[config.mk]
export PLATFORM = sky130hd
export DESIGN_NAME = pc_fetch_unit
export DESIGN_NICKNAME = d
export VERILOG_FILES = /design/src/rtl/pc_fetch_unit_pkg.sv /design/src/rtl/pc_fetch_unit_if_id_reg.sv /design/src/rtl/pc_fetch_unit.sv
export SDC_FILE = /design/constraint.sdc
export NUM_CORES = 1
export LEC_CHECK = 0
export ABC_AREA = 1
export CAP_MARGIN = 25
export CORE_MARGIN = 2
export CORE_UTILIZATION = 53
export CTS_CLUSTER_SIZE = 24
export DETAILED_ROUTE_END_ITERATION = 8
export PLACE_DENSITY = 0.89
export SLEW_MARGIN = 20
export SYNTH_ARGS = -nofsm -noshare
export SYNTH_HDL_FRONTEND = slang
export SYNTH_SLANG_ARGS = --single-unit
[constraint.sdc]
create_clock -name clk -period 7.7 [get_ports clk]
set_clock_uncertainty 0.2 [all_clocks]
set_input_delay 1.155 -clock clk [delete_from_list [all_inputs] [get_ports clk]]
set_output_delay 1.155 -clock clk [all_outputs]
set_load 0.01 [all_outputs]
[src/rtl/pc_fetch_unit_pkg.sv]
// Shared fetch-stage definitions: word width, reset PC / NOP defaults and fetch FSM encoding.
package pc_fetch_unit_pkg;

    localparam int          WORD_W         = 32;
    localparam logic [31:0] RESET_PC_DFLT  = 32'h0000_3000;
    localparam logic [31:0] NOP_INSTR_DFLT = 32'h0000_0000;

    typedef enum logic {
        FETCH_ST_RUN  = 1'b0,
        FETCH_ST_PEND = 1'b1
    } fetch_state_t;

endpackage

[src/rtl/pc_fetch_unit_if_id_reg.sv]
// IF/ID pipeline register: stall-enabled, async-reset holder of {pc_d, pc8_d, instr_d, exc_adel}.
module pc_fetch_unit_if_id_reg
    import pc_fetch_unit_pkg::*;
#(
    parameter logic [WORD_W-1:0] RESET_PC  = RESET_PC_DFLT,
    parameter logic [WORD_W-1:0] NOP_INSTR = NOP_INSTR_DFLT
) (
    input  logic              clk,
    input  logic              reset,
    input  logic              load,
    input  logic [WORD_W-1:0] pc_in,
    input  logic [WORD_W-1:0] pc8_in,
    input  logic [WORD_W-1:0] instr_in,
    input  logic              exc_in,
    output logic [WORD_W-1:0] pc_d,
    output logic [WORD_W-1:0] pc8_d,
    output logic [WORD_W-1:0] instr_d,
    output logic              exc_adel
);

    always_ff @(posedge clk or posedge reset) begin
        if (reset) begin
            pc_d     <= RESET_PC;
            pc8_d    <= RESET_PC + 32'd8;
            instr_d  <= NOP_INSTR;
            exc_adel <= 1'b0;
        end else if (load) begin
            pc_d     <= pc_in;
            pc8_d    <= pc8_in;
            instr_d  <= instr_in;
            exc_adel <= exc_in;
        end
    end

endmodule

[src/rtl/pc_fetch_unit.sv]
// Fetch stage: owns PC, drives instruction memory, replays redirects captured during stalls.
// Optional misaligned-fetch detection is enabled by defining FETCH_ALIGN_CHECK_EN.
//
//  state         | meaning
//  --------------+---------------------------------------------
//  FETCH_ST_RUN  | no redirect held; next PC is npc or pc + 4
//  FETCH_ST_PEND | a redirect arrived while stalled; target in pend_pc
module pc_fetch_unit
    import pc_fetch_unit_pkg::*;
#(
    parameter logic [WORD_W-1:0] RESET_PC  = RESET_PC_DFLT,
    parameter logic [WORD_W-1:0] NOP_INSTR = NOP_INSTR_DFLT
) (
    input  logic              clk,
    input  logic              reset,
    input  logic              stall,
    input  logic              redirect,
    input  logic [WORD_W-1:0] npc,
    output logic [WORD_W-1:0] im_addr,
    input  logic [WORD_W-1:0] im_rdata,
    output logic [WORD_W-1:0] pc_d,
    output logic [WORD_W-1:0] pc8_d,
    output logic [WORD_W-1:0] instr_d,
    output logic              exc_adel
);

    fetch_state_t      state, state_nxt;
    logic [WORD_W-1:0] pc, pc_nxt;
    logic [WORD_W-1:0] pend_pc, pend_pc_nxt;
    logic [WORD_W-1:0] instr_in;
    logic              exc_in;

    always_ff @(posedge clk or posedge reset) begin
        if (reset) begin
            state   <= FETCH_ST_RUN;
            pc      <= RESET_PC;
            pend_pc <= RESET_PC;
        end else begin
            state   <= state_nxt;
            pc      <= pc_nxt;
            pend_pc <= pend_pc_nxt;
        end
    end

    // A fresh redirect outranks a held one; the delay-slot instruction in IF is never squashed.
    always_comb begin
        state_nxt   = state;
        pc_nxt      = pc;
        pend_pc_nxt = pend_pc;
        if (!stall) begin
            if (redirect)
                pc_nxt = npc;
            else if (state == FETCH_ST_PEND)
                pc_nxt = pend_pc;
            else
                pc_nxt = pc + 32'd4;
            state_nxt = FETCH_ST_RUN;
        end else if (redirect) begin
            pend_pc_nxt = npc;
            state_nxt   = FETCH_ST_PEND;
        end
    end

    assign im_addr = pc;

`ifdef FETCH_ALIGN_CHECK_EN
    always_comb begin
        exc_in   = (pc[1:0] != 2'b00);
        instr_in = exc_in ? NOP_INSTR : im_rdata;
    end
`else
    always_comb begin
        exc_in   = 1'b0;
        instr_in = im_rdata;
    end
`endif

    pc_fetch_unit_if_id_reg #(
        .RESET_PC  (RESET_PC),
        .NOP_INSTR (NOP_INSTR)
    ) u_if_id_reg (
        .clk      (clk),
        .reset    (reset),
        .load     (!stall),
        .pc_in    (pc),
        .pc8_in   (pc + 32'd8),
        .instr_in (instr_in),
        .exc_in   (exc_in),
        .pc_d     (pc_d),
        .pc8_d    (pc8_d),
        .instr_d  (instr_d),
        .exc_adel (exc_adel)
    );

endmodule

* After elaboration in Yosys (flattened, before gate mapping)
Cells that the tools add are included.
Widths: inputs -> output; s select.
** Word-level totals
- Bits in registers :: 161
- Bits in latches :: 0
- Memory bits (writable) :: 0
- ROM bits :: 0
- Logic and storage cells :: 14
- Memories :: 0
** Operators by class
- Add/subtract/negate cells :: 2
- Multiply operators :: 0
- Divide/modulo/power cells :: 0
- Magnitude comparators :: 0
- Eq/ne operators :: 1
- Shifts and indexed selects :: 0
- Muxes and demuxes :: 4
- Bitwise logic cells :: 0
- Reduce and logical (&&, ||, !) cells :: 1
** Operators with widths (number)
- $mux 32 :: 2
- $add 32x3->32 const B :: 1
- $add 32x4->32 const B :: 1
- $mux 1 :: 2
- $ne 2x1->1 const B :: 1
- $reduce_and 2->1 :: 1

* Logic depth before layout (Yosys ltp)
Gate-level depths: netlist of the first run.
- Word-level depth :: 3
- Mapped depth :: 11

* Modules after synthesis
Synthesis of the first run repeated with hierarchy kept, for this count alone.
** Unflattened totals
- Cells, all modules :: 1041
- Area, all modules :: 7955.1 um^2
** Modules (own cells, without submodules)
- pc_fetch_unit :: instances 1, cells an instance 630, area an instance 4276.6 um^2, seq. area each 1631.6 um^2
- pc_fetch_unit_if_id_reg :: instances 1, cells an instance 411, area an instance 3678.5 um^2, seq. area each 2433.6 um^2

* Worst setup path after synthesis of the first run
Ideal clock, no wire load.
- Path kind :: input to register
- Start :: in stall
- End :: reg pc[14] (netlist: im_addr[14])
- Arrival time :: 1975 ps
- Setup slack :: 5389 ps
- Stages on the path :: 6
- Path buffers :: 3
- Cell sequence :: buf_2 -> buf_2 -> clkbuf_1 -> a21oi_1 -> nand2_1 -> o21ai_0
** RTL lines
- start, declared :: RTL line pc_fetch_unit.sv:16 : input logic stall,
- end signal, assigned :: RTL line pc_fetch_unit.sv:40 : pc <= pc_nxt;
- end, declared :: RTL line pc_fetch_unit.sv:28 : logic [WORD_W-1:0] pc, pc_nxt;

* Worst setup path after layout of the first run
- Start :: in stall
- End :: reg pend_pc[3]
** Between the ends
- Cells in the longest elaborated chain, start to end :: 1
** RTL lines
- $reduce_and 2->1 (no line)
- end signal, assigned :: RTL line pc_fetch_unit.sv:41 : pend_pc <= pend_pc_nxt;
- end, declared :: RTL line pc_fetch_unit.sv:29 : logic [WORD_W-1:0] pend_pc, pend_pc_nxt;
Every way passes these cells.
A chain may end at the register's enable or synchronous reset.

==> flow_metrics.py, run 1 <==
metrics = {
    "worst_setup_path": {
        "rr_startpoint": "im_addr[3]",
        "cp_slowest_stage_delay_ps": 650,
        "path_cells": "buf_4 > buf_4 > nand2_1 > buf_4 > mux2_2",
        "worstRegToRegCells": 10,
        "end_kind": "flop",
        "crit_path_max_fanout": 58,
        "startpoint": "stall",
        "worst_r2r_endpoint": "im_addr[19]",
        "required_ps": 7820,
        "timing.critical_path.to": "pend_pc[3]",
        "crit_type": "input port to flop",
        "crit_top_cell": "buf_4",
        "cp_slowest_cell": "nand2_1",
        "startpoint_type": "input port",
        "critPathArrivalTime_ps": 3660,
        "reg2reg_slack_ps": 5280,
    },
    "power_and_ir_drop": {
        "power_density_nw_per_um2": 230,
        "ir_drop_v": 0.000169,
        "p_total_mw": 2.39,
        "power.leakage_nw": 4.91,
    },
    "clock_tree": {
        "post_cts_buffers": 0,
        "h-tree-depth": 4,
        "cts_num_sinks": 158,
        "holdBufCountCts": 0,
        "tritoncts": "done",
        "cts-root-buf": "clkbuf_16",
        "numCtsBuffers": 17,
        "clk_latency_ps": 430,
        "clk_path_buf_depth": 2,
        "cts_resized": 0,
        "clkTransAtPathRegs_ps": 60,
    },
    "layout": {
        "final_common_cell": "nand2_1",
        "finish.utilization_pct": 71.8,
        "drive_above_1_share_pct": 6.89,
        "final_cell_mix": "388 x nand2_1, 193 x clkdlybuf4s50_1, 149 x dfrtp_1, 97 x o21ai_0, 92 x inv_1",
        "fin_nets": 1261,
        "antenna_cells": 0,
        "area_growth_syn_to_layout_pct": 33.1,
    },
    "yosys": {
        "syn_inst": 1021,
        "ys_warn_count": 0,
        "synth_area_leader_cell": "dfrtp_1",
        "synth_area_leaders": "dfrtp_1 48%, nand2_1 19%, o21ai_0 6.2%",
        "synthFlopType": "dfrtp_1",
        "synth_seq_area_share_pct": 51.0,
        "syn_nets": 1091,
        "syn_avg_cell_area_um2": 7.62,
        "synthArstFlopShare_pct": 100,
        "synth_cell_types": 35,
        "synth_edf_count": 0,
        "ys_ff_latch": 158,
        "synth_top_area_share_pct": 47.9,
        "synth_area_um2": 7780,
    },
    "route": {
        "wire_per_inst_um": 16.6,
        "post-route-drc-count": 0,
        "drtAntennaViolNets": 0,
        "dr.pass1.iters": 6,
        "wl_um": 23000,
        "avgViaCountPerCell": 5.45,
        "num_vias": 7566,
        "drt_iter0_markers": 818,
    },
    "global_routing": {
        "grt_use_met2_pct": 49.0,
        "gr-usage-met3_pct": 5.91,
        "grt-busiest-layer": "met2",
        "antenna_found_initial": 0,
        "grt_overflow": 0,
        "grt_usage_pct": 30.2,
        "grt_max_degree": 93,
        "grt_pass1_wl_um": 37700,
        "first_global_vias": 7333,
        "grt_use_met1_pct": 40.1,
    },
    "sta": {
        "worst_slack_ps": 4160,
        "setup_tns_ps": 0,
        "rsz0062_at_grt": "no",
        "finalSetupViolations": 0,
        "min_period_ps": 3540,
        "period_share_pct": 46.0,
        "relSlewSlack_pct": 43.2,
        "tightest_slew_ps": 852,
        "timing.fmax_ghz": 0.282,
        "slew_viol_final": 0,
        "finalHoldViolCount": 0,
    },
    "die": {
        "chipWidth_um": 125,
        "io_pins": 197,
        "core_um2": 14400,
        "dieHeight_um": 125,
        "rows": 44,
        "start_util_pct": 53.9,
        "dieArea_um2": 15700,
    },
    "hold_path": {
        "hp-class": "flop to flop",
    },
    "place": {
        "globalplace.congestion": 0.928,
        "hpwl_um": 16000,
        "io_buffers": 195,
        "pre_cts_ws_ps": 3810,
    },
    "job": {
        "drv_cap": 0,
    },
    "outcome": {
        "outcome": "finished clean",
    },
}
-- flip-flops by register name, indices dropped and copies added, names as in the netlist --
| register | flops |
|---|---|
| u_if_id_reg.pc_d | 29 |
| u_if_id_reg.instr_d | 32 |
| im_addr | 32 |
| u_if_id_reg.pc8_d | 32 |
| pend_pc | 32 |
| state | 1 |
-- per-layer routing --
layer	wire length, um	vias to the layer above
li1	-	3565
met2	10900	414
met4	821	0
met3	2010	69
met1	9240	3518
met5	0	-
-- how the worst min path moves through the flow --
stage | startpoint | endpoint | slack, ps | cells after the start
6_report | u_if_id_reg.pc8_d[26] | u_if_id_reg.pc8_d[26] | 270 | 2
5_1_grt | u_if_id_reg.instr_d[24] | u_if_id_reg.instr_d[24] | 300 | 2
4_1_cts | u_if_id_reg.pc8_d[26] | u_if_id_reg.pc8_d[26] | 280 | 2
3_5_place_dp | u_if_id_reg.instr_d[6] | u_if_id_reg.instr_d[6] | 260 | 2
3_3_place_gp | u_if_id_reg.pc8_d[26] | u_if_id_reg.pc8_d[26] | 260 | 2
2_1_floorplan | pend_pc[5] | pend_pc[5] | 250 | 2
-- cells in the mapped netlist, types with 8 or more instances --
cell type,number
dfstp_2,9
buf_2,10
buf_1,8
nor2_1,52
xor2_1,8
nand3_1,56
o21ai_0,97
inv_1,93
dfrtp_1,149
nand2_1,388
nor2_2,10
a21oi_1,57
clkbuf_1,26
-- report_power, final --
part	internal [mW]	leakage, nW	total, mW	switching (mW)
sequential	0.940	1.91	1.04	0.0968
clock	0.491	0.283	0.826	0.334
combinational	0.254	2.71	0.524	0.270
total	1.69	4.91	2.39	0.701
-- cell type report --
cell class | instances | area, um^2
fill | 1090 | 4070
clock buffer | 21 | 460
multi-input combinational | 713 | 3210
tap | 184 | 230
timing repair buffer | 202 | 2000
sequential | 158 | 3970
clock inverter | 11 | 114
inverter | 99 | 377
-- cells by family (layout without fill, tap and decap cells) --
group                      Yosys count  after routing  synth area share (%)
AOI/OAI and AO/OA                  172            172                  11.6
muxes                                5              5                 0.724
xor gates and xnor gates             9              9                  1.01
and+or+nand+nor                    524            524                  27.6
adders and majority gates            2              2                 0.322
buffers and inverters              150            333                  7.73
other                                1              1                0.0482
DFF                                158            158                  51.0
-- critical path: cells and delay by family --
kind / cells / cell delay (ps)
and+or+nand+nor: 1 / 650
buffers and inverters: 3 / 1480
muxes: 1 / 310
-- per-stage QoR --
| step | hold WS (ps) | std cells | cell area (um^2) |
|---|---|---|---|
| 2_1_floorplan | 253 | 1021 | 7780 |
| 3_3_place_gp | 260 | 1356 | 9780 |
| 3_5_place_dp | 264 | 1356 | 9780 |
| 4_1_cts | 279 | 1388 | 10400 |
| 5_1_grt | 302 | 1388 | 10400 |
| 6_report | 273 | 1388 | 10400 |
Note: power is estimated with default switching activity, not from simulation.
==> run 2: changes to the inputs <==
--- a/config.mk
+++ b/config.mk
@@ -8,10 +8,10 @@
 export ABC_AREA = 1
 export CAP_MARGIN = 25
 export CORE_MARGIN = 2
-export CORE_UTILIZATION = 53
+export CORE_UTILIZATION = 50
 export CTS_CLUSTER_SIZE = 24
 export DETAILED_ROUTE_END_ITERATION = 8
-export PLACE_DENSITY = 0.89
+export PLACE_DENSITY = 0.85
 export SLEW_MARGIN = 20
 export SYNTH_ARGS = -nofsm -noshare
 export SYNTH_HDL_FRONTEND = slang
==> constraint.sdc (replaced) <==
create_clock -name clk -period 3.7 [get_ports clk]
set_clock_uncertainty 0.2 [all_clocks]
set_input_delay 0.555 -clock clk [delete_from_list [all_inputs] [get_ports clk]]
set_output_delay 0.555 -clock clk [all_outputs]
set_load 0.01 [all_outputs]
==> run 2 against run 1 <==
  * Register-to-register slack got worse by 3900 ps
  * Die area rose by 5.8%
  * Power rose by 110%
  * Flip-flop and latch count did not move
  * Combinational power rose by 110%
  * Sequential power rose by 110%
  * Cell count barely moved
  * Global-route usage fell by 1.7 points
  * Sequential share of layout area fell by 0.051 points
  * Final area rose by 0.13%
  * Wire length rose by 0.17%
  * Setup slack got worse by 2800 ps
==> flow_metrics.py, run 2 (same netlist as run 1, synthesis figures left out) <==
metrics = {
    "die": {
        "chipWidth_um": 129,
        "io_pins": 197,
        "dieArea_um2": 16600,
        "dieHeight_um": 129,
        "core_um2": 15200,
        "start_util_pct": 51.2,
        "rows": 45,
    },
    "power_and_ir_drop": {
        "power.share.sequential_pct": 43.6,
        "p_switching_mw": 1.45,
        "power.leakage_nw": 4.90,
        "internal_power_mw": 3.50,
        "p_sw_share_pct": 29.3,
        "clkPwrFrac_pct": 34.3,
        "p_total_mw": 4.95,
        "power_density_nw_per_um2": 477,
        "ir_drop_v": 0.000351,
        "p_comb_share_pct": 22.1,
    },
    "worst_setup_path": {
        "startpoint": "im_addr[22]",
        "crit_type": "flop to output pin",
        "end_kind": "output pin",
        "timing.critical_path.to": "im_addr[22]",
        "crit_cells": 1,
        "cp_slowest_cell": "clkdlybuf4s50_1",
        "crit_path_max_fanout": 8,
        "critPathArrivalTime_ps": 1630,
        "worst_r2r_endpoint": "im_addr[15]",
        "reg2reg_slack_ps": 1340,
        "worstRegToRegCells": 10,
        "cp_num_buf_inv": 1,
        "path_cells": "clkdlybuf4s50_1",
        "startpoint_type": "flop",
        "cp_slowest_stage_delay_ps": 630,
        "rr_startpoint": "im_addr[3]",
        "critPathTopFamily": "buffers and inverters",
        "required_ps": 2940,
    },
    "route": {
        "drtAntennaViolNets": 0,
        "wl_um": 23100,
        "avgViaCountPerCell": 5.43,
        "drt_iter0_markers": 729,
        "post-route-drc-count": 0,
        "dr.pass1.iters": 6,
        "num_vias": 7543,
        "wire_per_inst_um": 16.6,
    },
    "place": {
        "io_buffers": 195,
        "hpwl_um": 16400,
        "globalplace.congestion": 0.912,
        "dpl-instance-area_um2": 9820,
    },
    "clock_tree": {
        "h-tree-depth": 4,
        "cts_num_sinks": 158,
        "numCtsBuffers": 17,
        "post_cts_buffers": 0,
        "cts-root-buf": "clkbuf_16",
        "clk_path_buf_depth": 2,
        "holdBufCountCts": 0,
        "clkTransAtPathRegs_ps": 60,
        "clk_latency_ps": 430,
        "cts_resized": 0,
        "tritoncts": "done",
    },
    "global_routing": {
        "grt_overflow": 0,
        "gr-usage-met3_pct": 6.99,
        "first_global_vias": 7044,
        "grt_use_met1_pct": 39.7,
        "antenna_found_initial": 0,
        "grt_use_met2_pct": 44.9,
        "grt_pass1_wl_um": 36700,
        "grt_usage_pct": 28.5,
        "grt-busiest-layer": "met2",
        "grt_max_degree": 101,
    },
    "layout": {
        "fin_nets": 1262,
        "final_common_cell": "nand2_1",
        "antenna_cells": 0,
        "finish.instance_area_um2": 10400,
        "drive_above_1_share_pct": 6.66,
        "final_cell_mix": "388 x nand2_1, 193 x clkdlybuf4s50_1, 149 x dfrtp_1, 97 x o21ai_0, 92 x inv_1",
        "finish.utilization_pct": 68.2,
        "area_growth_syn_to_layout_pct": 33.3,
    },
    "sta": {
        "finalSetupViolations": 0,
        "timing.fmax_ghz": 0.419,
        "tightest_slew_ps": 739,
        "rsz0062_at_grt": "no",
        "period_share_pct": 64.4,
        "setup_tns_ps": 0,
        "finalHoldViolCount": 0,
        "slew_viol_final": 0,
        "worst_hold_slack_ps": 277,
        "relSlewSlack_pct": 50.8,
        "min_period_ps": 2380,
    },
    "hold_path": {
        "whs_path_depth": 2,
        "hp-class": "flop to flop",
    },
    "outcome": {
        "outcome": "finished clean",
    },
    "job": {
        "drv_cap": 0,
    },
}
## run 2: changes by cell type in the layout (fill, tap and decap cells not counted)
cell,previous run,this run
buf_12,0,2
inv_6,2,0
clkinv_4,0,1
clkinv_2,6,3
buf_4,8,7
## run 2: cell type report
class                           instances  area (um^2)
Inverter                               99          375
Timing Repair Buffer                  203         2030
Multi-Input combinational cell        713         3210
Fill cell                            1216         4830
Clock inverter                          7         91.3
Tap cell                              188          235
Clock buffer                           21          460
Sequential cell                       158         3970
## run 2: per-layer routing
metal | part of all wire [%] | routed length [um]
met4 | 1.8 | 425
met1 | 41 | 9500
met3 | 8.5 | 1960
met2 | 48 | 11200
met5 | 0 | 0
## run 2: power by group through the flow
stage	Sequential, mW	Combinational, mW	Clock [mW]
CTS	2.15	1.09	1.70
global placement	2.17	1.06	0
floorplan	2.21	0.448	0
global route	2.18	1.19	1.78
detailed placement	2.18	1.09	0
finish	2.16	1.09	1.70
## run 2: how the worst min path moves through the flow
stage	from	end	slack, ps
2_1_floorplan	pend_pc[5]	pend_pc[5]	250
3_3_place_gp	u_if_id_reg.instr_d[8]	u_if_id_reg.instr_d[8]	260
3_5_place_dp	u_if_id_reg.instr_d[31]	u_if_id_reg.instr_d[31]	260
4_1_cts	u_if_id_reg.instr_d[31]	u_if_id_reg.instr_d[31]	280
5_1_grt	u_if_id_reg.instr_d[6]	u_if_id_reg.instr_d[6]	290
6_report	u_if_id_reg.instr_d[31]	u_if_id_reg.instr_d[31]	280
## run 2: worst min-delay path: stages, from the launching register on
cell	delay (ps)
dfrtp_1	340
nand2_1	50
nand2_1	50
## run 2: per-stage QoR
step | setup WS, ps | std cells
floorplan | 951 | 1021
global placement | 1250 | 1361
detailed placement | 1170 | 1361
CTS | 1320 | 1389
global route | 1280 | 1389
finish | 1320 | 1389
==> run 3: changes to the inputs <==
==> constraint.sdc (replaced) <==
create_clock -name clk -period 2.23 [get_ports clk]
set_clock_uncertainty 0.2 [all_clocks]
set_input_delay 0.3345 -clock clk [delete_from_list [all_inputs] [get_ports clk]]
set_output_delay 0.3345 -clock clk [all_outputs]
set_load 0.01 [all_outputs]
==> run 3 against run 2 <==
  * First-iteration DRC count grew 16%
  * Core utilization is 1.5 points higher
  * Largest power group unchanged
  * Via count is 2.6% higher
  * Largest cell class unchanged
  * Critical path type unchanged
  * Flip-flop and latch count stayed put
==> flow_metrics.py, run 3 (same netlist as run 1, synthesis figures left out) <==
metrics = {
    "outcome": {
        "outcome": "finished clean",
    },
    "die": {
        "chipWidth_um": 129,
        "dieHeight_um": 129,
        "dieArea_um2": 16600,
        "io_pins": 197,
        "core_um2": 15200,
        "rows": 45,
        "start_util_pct": 51.2,
    },
    "place": {
        "globalplace.congestion": 0.929,
        "pre_cts_ws_ps": 174,
        "dpl-instance-area_um2": 9970,
        "hpwl_um": 17100,
        "io_buffers": 195,
    },
    "worst_setup_path": {
        "crit_type": "flop to output pin",
        "startpoint_type": "flop",
        "required_ps": 1700,
        "cp_slowest_cell": "clkdlybuf4s50_1",
        "end_kind": "output pin",
        "cp_num_buf_inv": 1,
        "crit_path_max_fanout": 8,
        "cp_slowest_stage_delay_ps": 640,
        "path_cells": "clkdlybuf4s50_1",
        "critPathArrivalTime_ps": 1610,
        "critPathTopFamily": "buffers and inverters",
    },
    "sta": {
        "period_share_pct": 96.0,
        "min_period_ps": 2140,
        "rsz0062_at_grt": "no",
        "timing.fmax_ghz": 0.467,
        "setup_tns_ps": 0,
        "slew_viol_final": 0,
        "finalHoldViolCount": 0,
        "finalSetupViolations": 0,
        "worst_slack_ps": 88.2,
    },
    "global_routing": {
        "grt_usage_pct": 28.9,
        "antenna_found_initial": 0,
        "grt_pass1_wl_um": 37300,
        "grt_max_degree": 67,
        "grt_overflow": 0,
        "first_global_vias": 7355,
    },
    "layout": {
        "fin_nets": 1277,
        "finish.instance_area_um2": 10600,
        "nFillCells": 1192,
        "regArea_um2": 3970,
        "final_cell_mix": "388 x nand2_1, 193 x clkdlybuf4s50_1, 149 x dfrtp_1, 97 x o21ai_0, 92 x inv_1",
        "final_common_cell": "nand2_1",
        "drive_above_1_share_pct": 8.11,
        "antenna_cells": 0,
        "area_growth_syn_to_layout_pct": 36.1,
        "multi_input_area_um2": 3230,
    },
    "clock_tree": {
        "numCtsBuffers": 17,
        "post_cts_buffers": 0,
        "holdBufCountCts": 0,
        "clkTransAtPathRegs_ps": 60,
        "cts_resized": 0,
        "tritoncts": "done",
        "clk_path_buf_depth": 2,
        "cts-root-buf": "clkbuf_16",
        "h-tree-depth": 4,
        "clk_latency_ps": 430,
        "cts_num_sinks": 158,
    },
    "route": {
        "num_vias": 7739,
        "post-route-drc-count": 0,
        "wire_per_inst_um": 16.8,
        "dr.pass1.iters": 7,
        "wl_um": 23600,
        "drtAntennaViolNets": 0,
        "avgViaCountPerCell": 5.50,
        "drt_iter0_markers": 843,
    },
    "power_and_ir_drop": {
        "power.leakage_nw": 5.01,
        "power_density_nw_per_um2": 798,
        "ir_drop_v": 0.000453,
    },
    "job": {
        "drv_cap": 0,
    },
    "hold_path": {
        "hp-class": "input port to asynchronous set/reset pin",
    },
}
==> run 3: through the flow <==
stage	util, %	total power [mW]	std cells	hold slack, ps
CTS	69.6	8.45	1408	6.05
global route	69.7	8.82	1408	5.79
floorplan	-	4.41	1021	244
global placement	65.6	5.42	1376	262
detailed placement	65.6	5.46	1376	264
finish	69.7	8.45	1408	5.64
==> run 3: worst register-to-register path, cell delays in order, from the launching register on <==
cell and delay [ps]:
dfrtp_1 470, ha_2 260, nand2_1 80, nor2_2 170, nand2_2 160, nor2_4 250, nand3_1 100, nand3_1 90
nand2_1 60, nand2_1 50, o21ai_0 70
==> run 3: layer usage <==
metal	track usage, %	share of wire, %	vias to the layer above
met5	0	0	-
met4	11.3	2.5	0
met3	7.23	9.2	58
met2	45.8	48	411
met1	38.7	40	3683
li1	-	-	3587
==> run 3: layout make-up <==
| cell class | count | share of cell area (%) |
|---|---|---|
| clock inverter | 6 | 1.02 |
| tap | 188 | 2.22 |
| sequential | 158 | 37.4 |
| clock buffer | 26 | 4.71 |
| inverter | 99 | 3.54 |
| multi-input combinational | 713 | 30.5 |
| timing repair buffer | 218 | 20.6 |
==> run 3: path summary, 6_finish.rpt <==
kind	from	to	slack (ps)	cells after the start
worst min-delay path	reset	u_if_id_reg.instr_d[26]	6	2
max in group asynchronous	reset	u_if_id_reg.pc8_d[12]	1200	3
min in group clk	stall	u_if_id_reg.pc_d[28]	80	3
worst min register to register	u_if_id_reg.instr_d[14]	u_if_id_reg.instr_d[14]	280	2
worst max-delay path	im_addr[21]	im_addr[21]	90	1
worst max register to register	im_addr[3]	im_addr[18]	150	10
==> run 3: where the power goes <==
part / internal [mW] / switching [mW] / total [mW]
Combinational: 0.916 / 0.965 / 1.88
Sequential: 3.25 / 0.318 / 3.57
Clock: 1.88 / 1.13 / 3.01
